--- src/rtl/dpwm_disp_pkg.sv ---
// Shared constants, FSM state type and BCD helper for the DPWM board display feeder.
package dpwm_disp_pkg;

  localparam int N_DIGITS = 4;
  localparam int BIN_W    = 14;
  localparam int BCD_W    = 4 * N_DIGITS;

  localparam logic [BIN_W-1:0]    MAX_VAL    = 14'd9999;
  localparam logic [N_DIGITS-1:0] AN_OFF     = 4'b1111;
  localparam logic [3:0]          SHIFT_LAST = 4'd13;

  typedef enum logic [1:0] {
    IDLE  = 2'd0,
    SHIFT = 2'd1,
    DONE  = 2'd2
  } conv_state_t;

  // Double-dabble correction: nibbles of 5 or more get +3 before the next shift.
  function automatic logic [BCD_W-1:0] add3_nibbles(input logic [BCD_W-1:0] b);
    logic [BCD_W-1:0] r;
    r = b;
    for (int i = 0; i < N_DIGITS; i++) begin
      if (b[4*i +: 4] >= 4'd5) r[4*i +: 4] = b[4*i +: 4] + 4'd3;
    end
    return r;
  endfunction

endpackage

--- src/rtl/bin2bcd_seq.sv ---
// Sequential shift-add-3 binary to BCD converter: one input bit per clock, 14 clocks per value.
module bin2bcd_seq
  import dpwm_disp_pkg::*;
(
  input  logic             clk,
  input  logic             reset,
  input  logic             load,
  input  logic [BIN_W-1:0] value,
  output logic             busy,
  output logic             done,
  output logic [BCD_W-1:0] bcd
);

  conv_state_t      r_state;
  conv_state_t      w_next;
  logic [BIN_W-1:0] r_shift;
  logic [BCD_W-1:0] r_bcd;
  logic [3:0]       r_cnt;
  logic [BCD_W-1:0] w_adj;

  assign w_adj = add3_nibbles(r_bcd);

  always_ff @(posedge clk) begin
    if (reset) begin
      r_state <= IDLE;
      r_shift <= '0;
      r_bcd   <= '0;
      r_cnt   <= '0;
    end else begin
      r_state <= w_next;
      case (r_state)
        IDLE: begin
          if (load) begin
            r_shift <= (value > MAX_VAL) ? MAX_VAL : value;
            r_bcd   <= '0;
            r_cnt   <= '0;
          end
        end
        SHIFT: begin
          {r_bcd, r_shift} <= {w_adj[BCD_W-2:0], r_shift, 1'b0};
          r_cnt            <= r_cnt + 4'd1;
        end
        default: ;
      endcase
    end
  end

  always_comb begin
    w_next = r_state;
    case (r_state)
      IDLE:    if (load) w_next = SHIFT;
      SHIFT:   if (r_cnt == SHIFT_LAST) w_next = DONE;
      DONE:    w_next = IDLE;
      default: w_next = IDLE;
    endcase
  end

  // DONE is the commit cycle; the top registers it into its own done pulse.
  assign busy = (r_state == SHIFT);
  assign done = (r_state == DONE);
  assign bcd  = r_bcd;

endmodule

--- src/rtl/disp_scan_mux.sv ---
// Converts a 14-bit value to BCD and time-multiplexes the four digits onto an active-low
// anode bus plus a 4-bit digit code for the downstream 7-segment decoder.
module disp_scan_mux
  import dpwm_disp_pkg::*;
#(
  parameter int DIV_BITS = 18,
  parameter int BLANK_LZ = 1
) (
  input  logic                clk,
  input  logic                reset,
  input  logic                load,
  input  logic [BIN_W-1:0]    value,
  output logic                busy,
  output logic                done,
  output logic                bcd_valid,
  output logic                ovf,
  output logic [3:0]          bin,
  output logic [N_DIGITS-1:0] an
);

  logic                w_busy;
  logic                w_commit;
  logic [BCD_W-1:0]    w_bcd;
  logic                w_accept;
  logic                w_wrap;
  logic [N_DIGITS-1:0] w_blank;
  logic [3:0]          w_digit;
  logic                w_zero_above;

  logic [DIV_BITS-1:0] r_refresh;
  logic [1:0]          r_idx;
  logic [BCD_W-1:0]    r_disp;
  logic                r_done;
  logic                r_bcd_valid;
  logic                r_ovf;
  logic [3:0]          r_bin;
  logic [N_DIGITS-1:0] r_an;

  bin2bcd_seq u_conv (
    .clk   (clk),
    .reset (reset),
    .load  (load),
    .value (value),
    .busy  (w_busy),
    .done  (w_commit),
    .bcd   (w_bcd)
  );

  // Loads are only taken in IDLE; the converter drops them in SHIFT and DONE as well.
  assign w_accept = load & ~w_busy & ~w_commit;
  assign w_wrap   = &r_refresh;

  always_comb begin
    w_blank      = '0;
    w_zero_above = 1'b1;
    if (!r_bcd_valid) begin
      w_blank = '1;
    end else if (BLANK_LZ != 0) begin
      for (int i = N_DIGITS - 1; i > 0; i--) begin
        w_zero_above = w_zero_above & (r_disp[4*i +: 4] == 4'd0);
        w_blank[i]   = w_zero_above;
      end
    end
  end

  always_comb begin
    w_digit = 4'd0;
    case (r_idx)
      2'd0: w_digit = r_disp[3:0];
      2'd1: w_digit = r_disp[7:4];
      2'd2: w_digit = r_disp[11:8];
      2'd3: w_digit = r_disp[15:12];
      default: w_digit = 4'd0;
    endcase
  end

  always_ff @(posedge clk) begin
    if (reset) begin
      r_refresh   <= '0;
      r_idx       <= '0;
      r_disp      <= '0;
      r_done      <= 1'b0;
      r_bcd_valid <= 1'b0;
      r_ovf       <= 1'b0;
      r_bin       <= '0;
      r_an        <= AN_OFF;
    end else begin
      r_refresh <= r_refresh + {{(DIV_BITS-1){1'b0}}, 1'b1};
      r_idx     <= r_idx + {1'b0, w_wrap};
      r_done    <= w_commit;
      if (w_accept) r_ovf <= (value > MAX_VAL);
      if (w_commit) begin
        r_disp      <= w_bcd;
        r_bcd_valid <= 1'b1;
      end
      if (w_blank[r_idx]) begin
        r_an  <= AN_OFF;
        r_bin <= 4'd0;
      end else begin
        r_an  <= ~(4'b0001 << r_idx);
        r_bin <= w_digit;
      end
    end
  end

  assign busy      = w_busy;
  assign done      = r_done;
  assign bcd_valid = r_bcd_valid;
  assign ovf       = r_ovf;
  assign bin       = r_bin;
  assign an        = r_an;

endmodule
--- config.mk ---
export PLATFORM = sky130hd
export DESIGN_NAME = disp_scan_mux
export DESIGN_NICKNAME = d
export VERILOG_FILES = /design/src/rtl/dpwm_disp_pkg.sv /design/src/rtl/bin2bcd_seq.sv /design/src/rtl/disp_scan_mux.sv
export SDC_FILE = /design/constraint.sdc
export NUM_CORES = 1
export LEC_CHECK = 0
export CAP_MARGIN = 30
export CORE_AREA = 2 2 80 82
export CTS_CLUSTER_SIZE = 28
export DETAILED_ROUTE_END_ITERATION = 6
export DIE_AREA = 0 0 82 84
export HOLD_SLACK_MARGIN = 0.05
export PLACE_DENSITY = 0.83
export SYNTH_ARGS = -nofsm -noshare
export SYNTH_HDL_FRONTEND = slang
export SYNTH_SLANG_ARGS = --single-unit
--- constraint.sdc ---
create_clock -name clk -period 4.8 [get_ports clk]
set_input_delay 1.44 -clock clk [delete_from_list [all_inputs] [get_ports clk]]
set_output_delay 1.44 -clock clk [all_outputs]
set_load 0.01 [all_outputs]
==> flow_summary_export.csv, run 1 <==
group,metric,value,unit
synth,synth_compound_area_frac,0.146,
synth,yosys_warnings,0,
detailed_routing,wl_per_cell,14.4,um
pwr,power_density,310,mW/mm2
detailed_routing,viasPerCell,5.88,
placement,dp_hpwl,4960,um
clock_network,cts-hold-fix-buffers,0,
placement,place_ws,1.74,ns
clock_network,cts_sinks,83,
timing,setup_viol,0,
timing,hold_violations,0,
setup_path,path_cells,"nand2b_1 > clkinv_1 > clkdlybuf4s50_1",
synth,synth-adder-area-share,0.0410,
setup_path,timing.critical_path.buf_inv,2,
min_path,hp-class,"reg -> reg",
run_status,status,"finished clean",
cells_and_area,antennaDiodeCount,0,
cells_and_area,fill_cells,518,
detailed_routing,drtIter0Drc,157,
timing,rsz0062_at_grt,"false",
timing,final_max_slew_viol_count,0,
cells_and_area,multiInputGateArea,0.00184,mm2
cells_and_area,layout_commonest_cell,"dfxtp_1",
die,start_util,0.601,
synth,muxShareOfSynthArea,0.0458,
synth,avgSynthCellArea,9.16,um2
clock_network,cts_made_buffers,9,
setup_path,crit_path_start_kind,"flop",
synth,synth_top_family_by_area,"simple AND/OR/NAND/NOR gates",
die,ios,29,
pwr,leakage,0.00153,uW
synth,synth-edff-count,0,
timing,fin_ws,1.83,ns
placement,place_inst,489,
cells_and_area,final_cells,504,
synth,postSynth.asyncResetShare,0,
clock_network,worst_skew_pair.late_latency,0.35,ns
setup_path,cp.arrival,1.53,ns
timing,final.setup_skew,0.00930,ns
global_route,grt_pass1_vias,2839,
placement,port_buffers,28,
synth,syn_area,0.00366,mm2
clock_network,cts-root-buf,"clkbuf_8",
synth,synth_xor_area_frac,0.0454,
detailed_routing,drt-total-wl,7240,um
clock_network,h-tree-depth,3,
detailed_routing,via_count,2962,
run,drv_cap,0,
synth,ys.flop_type,"dfxtp_1",
global_route,grt_max_degree,65,
cells_and_area,final_cell_mix,"dfxtp_1 (83), nand2_1 (44), a21oi_1 (41)",
die,die-area,0.00689,mm2
global_route,grt_overflow_total,0,
timing,period_minus_slack,2.97,ns
cells_and_area,drive_gt1_frac,0.0984,
global_route,grt_usage,0.228,
die,rows,29,
detailed_routing,remaining_drc_errors,0,
cells_and_area,area_growth,13.7,%
clock_network,post-cts-setup-buffers,0,
detailed_routing,drt_first_pass_iters,5,
clock_network,clk_path_buf_depth,2,
timing,relSlewSlack,0.519,
global_route,antenna_found_initial,0,
cells_and_area,nNetsFinal,452,
synth,synth-simple-area-share,0.223,
timing,finalSetupTns,0,ns
clock_network,cts_tree,"yes",
setup_path,worstPathMaxFanout,8,
synth,synth-seq-cells,83,
placement,gp_congestion,0.803,
synth,yosysUniqueCellTypes,52,
die,core,0.00610,mm2
timing,max_freq,337,MHz
cells_and_area,seq_area,0.00166,mm2
synth,syn_inst,400,
setup_path,critPathTopFamily,"buffers and inverters",
timing,max_slew.worst_pin.slew,0.721,ns
synth,syn_nets,429,
die,die_w,82,um
clock_network,clkSlewWorstSetupHoldPaths,0.07,ns
clock_network,cts_resized,0,
synth,yosysSeqAreaShare,0.454,
setup_path,cp_slowest_cell,"clkdlybuf4s50_1",
detailed_routing,ant_nets,0,
die,die_h,84,um
setup_path,cp-end-kind,"output port",
setup_path,path_class,"reg -> out",
timing,min_period_over_period,0.619,
setup_path,max_stage_delay,0.49,ns
global_route,grt_pass1_wl,12100,um
cells_and_area,final_util,0.683,
setup_path,required,3.36,ns
pwr,ir_worst_vdd,0.196,mV
metrics by stage:
step,instance area [um2],hold slack [ns],total power [uW]
finish,4170,0.463,1290
global route,4170,0.486,1340
CTS,4170,0.466,1300
detailed placement,3970,0.448,812
global placement,3960,0.441,808
floorplan,3660,0.430,779
registers in the layout, summed over array words and instances (netlist names):
signal	count
an	4
done	1
r_idx	2
ovf	1
r_disp	16
r_refresh	18
bcd_valid	1
u_conv.r_cnt	4
u_conv.r_state	2
bin	4
u_conv.r_shift	14
u_conv.bcd	16
path summary, 6_finish.rpt:
kind | from | to | slack (ns) | cells past startpoint
max | u_conv.r_state[1]$_SDFFE_PP0P_ | busy | 1.83 | 3
max reg2reg | r_refresh[0]$_SDFF_PP0_ | r_idx[0]$_SDFF_PP0_ | 2.99 | 6
min reg2reg | r_refresh[0]$_SDFF_PP0_ | r_refresh[0]$_SDFF_PP0_ | 0.46 | 1
min | r_refresh[0]$_SDFF_PP0_ | r_refresh[0]$_SDFF_PP0_ | 0.46 | 1
area by class of cell:
type	count	area share
multi-input combinational	278	0.441
inverter	19	0.0171
sequential	83	0.399
tap	77	0.0231
clock buffer	13	0.0381
timing repair buffer	32	0.0733
clock inverter	2	0.00841
cell usage after synthesis, types with 3 or more instances:
library cell,n,share of area
nor4_1,4,0.0068
a22o_1,8,0.019
buf_2,7,0.0096
a21oi_1,41,0.056
nor2_1,39,0.040
xor2_1,5,0.012
o221ai_1,7,0.017
nand2_1,44,0.045
dfxtp_1,83,0.45
nand3_1,12,0.016
or3_1,4,0.0068
inv_1,18,0.018
nand4_1,4,0.0068
mux4_2,4,0.025
nor2b_1,8,0.014
o21ai_0,9,0.012
buf_1,4,0.0041
nor3b_1,3,0.0061
a211oi_1,3,0.0061
a222oi_1,4,0.011
mux2i_1,4,0.011
clkbuf_1,8,0.0082
nand2b_1,7,0.012
xnor2_1,14,0.033
or3b_2,3,0.0072
nor3_1,11,0.015
ha_1,12,0.041
power by group:
part / total, uW / internal, uW / switching, uW
clock: 494 / 266 / 228
sequential: 716 / 703 / 12.4
combinational: 82.2 / 34.1 / 48.0
cells by family after synthesis:
| kind of cell | after synthesis |
|---|---|
| AND/OR/NAND/NOR | 155 |
| adder cells (fa/ha/maj) | 12 |
| XOR/XNOR | 19 |
| buffers and inverters | 39 |
| AO/OA/AOI/OAI | 81 |
| multiplexers | 11 |
| flip-flops | 83 |
routing by layer:
metal / track usage / part of all wire / wire (um) / vias to the layer above
met5: 0 / 0 / 0 / -
li1: - / - / - / 1451
met1: 0.272 / 0.44 / 3170 / 1428
met2: 0.372 / 0.50 / 3660 / 71
met4: 0.0864 / 0.016 / 119 / 0
met3: 0.0790 / 0.040 / 291 / 12
Power figures use the tool's default switching activity.
==> inputs of run 2 (changes only) <==
--- a/config.mk
+++ b/config.mk
@@ -6,12 +6,12 @@
 export NUM_CORES = 1
 export LEC_CHECK = 0
 export CAP_MARGIN = 30
-export CORE_AREA = 2 2 80 82
+export CORE_AREA = 2 2 83 85
 export CTS_CLUSTER_SIZE = 28
 export DETAILED_ROUTE_END_ITERATION = 6
-export DIE_AREA = 0 0 82 84
+export DIE_AREA = 0 0 85 87
 export HOLD_SLACK_MARGIN = 0.05
-export PLACE_DENSITY = 0.83
+export PLACE_DENSITY = 0.78
 export SYNTH_ARGS = -nofsm -noshare
 export SYNTH_HDL_FRONTEND = slang
 export SYNTH_SLANG_ARGS = --single-unit
==> constraint.sdc (replaced) <==
create_clock -name clk -period 2.9 [get_ports clk]
set_input_delay 0.87 -clock clk [delete_from_list [all_inputs] [get_ports clk]]
set_output_delay 0.87 -clock clk [all_outputs]
set_load 0.01 [all_outputs]
==> flow_summary_export.csv, run 2 (same netlist as run 1, synthesis figures left out) <==
group,metric,value,unit
setup_path,rr_worst_depth,6,
cells_and_area,layout_commonest_cell,"dfxtp_1",
clock_network,cts_made_buffers,9,
cells_and_area,regMostFlops,"r_refresh",
placement,place_inst,494,
timing,hold_ws,0.468,ns
detailed_routing,drtIter0Drc,155,
detailed_routing,ant_nets,0,
pwr,p_seq_frac,0.556,
setup_path,max_stage_delay,0.50,ns
die,rows,30,
clock_network,cts-root-buf,"clkbuf_8",
setup_path,reg2reg_to,"r_idx[0]$_SDFF_PP0_",
clock_network,worst_skew_pair.late_latency,0.35,ns
cells_and_area,largest_reg_flops,18,
global_route,grt_overflow_total,0,
min_path,hp-class,"reg -> reg",
pwr,power_switching,489,uW
cells_and_area,area_growth,14.2,%
die,die_w,85,um
timing,max_slew.worst_pin.slew,0.674,ns
setup_path,path_cells,"nand2b_1 > clkinv_1 > clkdlybuf4s50_1",
detailed_routing,remaining_drc_errors,0,
placement,dp_hpwl,4940,um
min_path,min_path_cells,2,
pwr,p_int,1640,uW
detailed_routing,drt-total-wl,7010,um
setup_path,cp.depth,3,
cells_and_area,final_cells,510,
clock_network,cts_tree,"yes",
setup_path,timing.critical_path.buf_inv,2,
pwr,ir_worst_vdd,0.381,mV
clock_network,h-tree-depth,3,
cells_and_area,seq_area,0.00166,mm2
timing,rsz0062_at_grt,"false",
setup_path,crit_path_start_kind,"flop",
clock_network,cts-hold-fix-buffers,0,
cells_and_area,final_cell_mix,"dfxtp_1 (83), nand2_1 (44), a21oi_1 (41)",
setup_path,cp-end-kind,"output port",
run,drv_cap,0,
setup_path,critPathTopFamily,"buffers and inverters",
global_route,antenna_found_initial,0,
timing,setup_viol,0,
cells_and_area,multiInputGateArea,0.00184,mm2
detailed_routing,wl_per_cell,13.7,um
setup_path,crit_path_end,"busy",
timing,hold_violations,0,
placement,port_buffers,28,
cells_and_area,drive_gt1_frac,0.107,
pwr,leakage,0.00154,uW
clock_network,clk_path_buf_depth,2,
setup_path,required,2.03,ns
run_status,status,"finished clean",
cells_and_area,nNetsFinal,454,
pwr,power_density,509,mW/mm2
global_route,grt_pass1_wl,12300,um
setup_path,r2r_start,"r_refresh[0]$_SDFF_PP0_",
clock_network,cts_sinks,83,
detailed_routing,via_count,2881,
setup_path,cp.arrival,1.55,ns
clock_network,post-cts-setup-buffers,0,
die,die-area,0.00740,mm2
placement,dpl_cell_area,0.00399,mm2
die,start_util,0.558,
die,core,0.00657,mm2
die,die_h,87,um
timing,final.setup_skew,0.0110,ns
timing,relSlewSlack,0.551,
timing,finalSetupTns,0,ns
detailed_routing,viasPerCell,5.65,
clock_network,cts_resized,0,
global_route,grt_max_degree,34,
setup_path,startpoint,"u_conv.r_state[1]$_SDFFE_PP0P_",
setup_path,worstPathMaxFanout,8,
die,ios,29,
global_route,grt_usage,0.206,
global_route,grt_pass1_vias,2771,
timing,max_freq,413,MHz
clock_network,clkSlewWorstSetupHoldPaths,0.08,ns
pwr,clock_power_share,0.380,
timing,period_minus_slack,2.42,ns
detailed_routing,drt_first_pass_iters,4,
setup_path,cp_slowest_cell,"clkdlybuf4s50_1",
placement,gp_congestion,0.820,
cells_and_area,fill_cells,566,
timing,final_max_slew_viol_count,0,
setup_path,path_class,"reg -> out",
pwr,power.total,2130,uW
setup_path,r2r_slack,1.13,ns
cells_and_area,finalInstanceArea,0.00418,mm2
pwr,pwr-share-comb,0.064,
pwr,swShare,0.230,
timing,min_period_over_period,0.835,
cells_and_area,antennaDiodeCount,0,
-- run 2: changes by cell type in the layout (fill, tap and decap cells not counted) --
cell	change
clkinvlp_4	+1
clkbuf_8	-1
buf_4	+2
clkinv_2	+2
clkbuf_1	-1
-- run 2: worst min path at each step --
stage / from / end
2_1_floorplan: r_refresh[0]$_SDFF_PP0_ / r_refresh[0]$_SDFF_PP0_
3_3_place_gp: r_refresh[0]$_SDFF_PP0_ / r_refresh[0]$_SDFF_PP0_
3_5_place_dp: r_refresh[0]$_SDFF_PP0_ / r_refresh[0]$_SDFF_PP0_
4_1_cts: r_disp[10]$_SDFFE_PP0P_ / r_disp[10]$_SDFFE_PP0P_
5_1_grt: r_disp[3]$_SDFFE_PP0P_ / r_disp[3]$_SDFFE_PP0P_
6_report: r_disp[10]$_SDFFE_PP0P_ / r_disp[10]$_SDFFE_PP0P_
-- run 2: final cells by class --
type / count / share of cell area
well taps: 80 / 0.0239
clock inverters: 5 / 0.0126
clock buffers: 11 / 0.0338
repair buffers: 34 / 0.0766
flip-flops and latches: 83 / 0.397
inverters: 19 / 0.0170
multi-input cells: 278 / 0.439
-- run 2: through the flow --
stage	worst slack, ns	utilization
CTS	0.461	0.637
detailed placement	0.417	0.607
finish	0.479	0.637
global route	0.388	0.637
global placement	0.504	0.607
floorplan	1.06	-
-- run 2: worst min-delay path: cells and delay by family (launching register included) --
| kind | cells | cell delay (ns) |
|---|---|---|
| AO/OA/AOI/OAI | 1 | 0.05 |
| AND/OR/NAND/NOR | 1 | 0.05 |
| flip-flops | 1 | 0.32 |
-- run 2: routing by layer --
layer	vias up	share of wire	track usage
met4	0	0.017	0.0880
met2	81	0.49	0.357
met3	10	0.053	0.0464
li1	1451	-	-
met5	-	0	0
met1	1339	0.44	0.245
-- run 2: power by group through the flow --
stage	sequential [uW]	clock (uW)	combinational, uW
3_5_place_dp	1210	0	137
5_1_grt	1190	869	154
2_1_floorplan	1200	0	86.2
3_3_place_gp	1210	0	134
4_1_cts	1180	824	138
6_report	1180	809	137
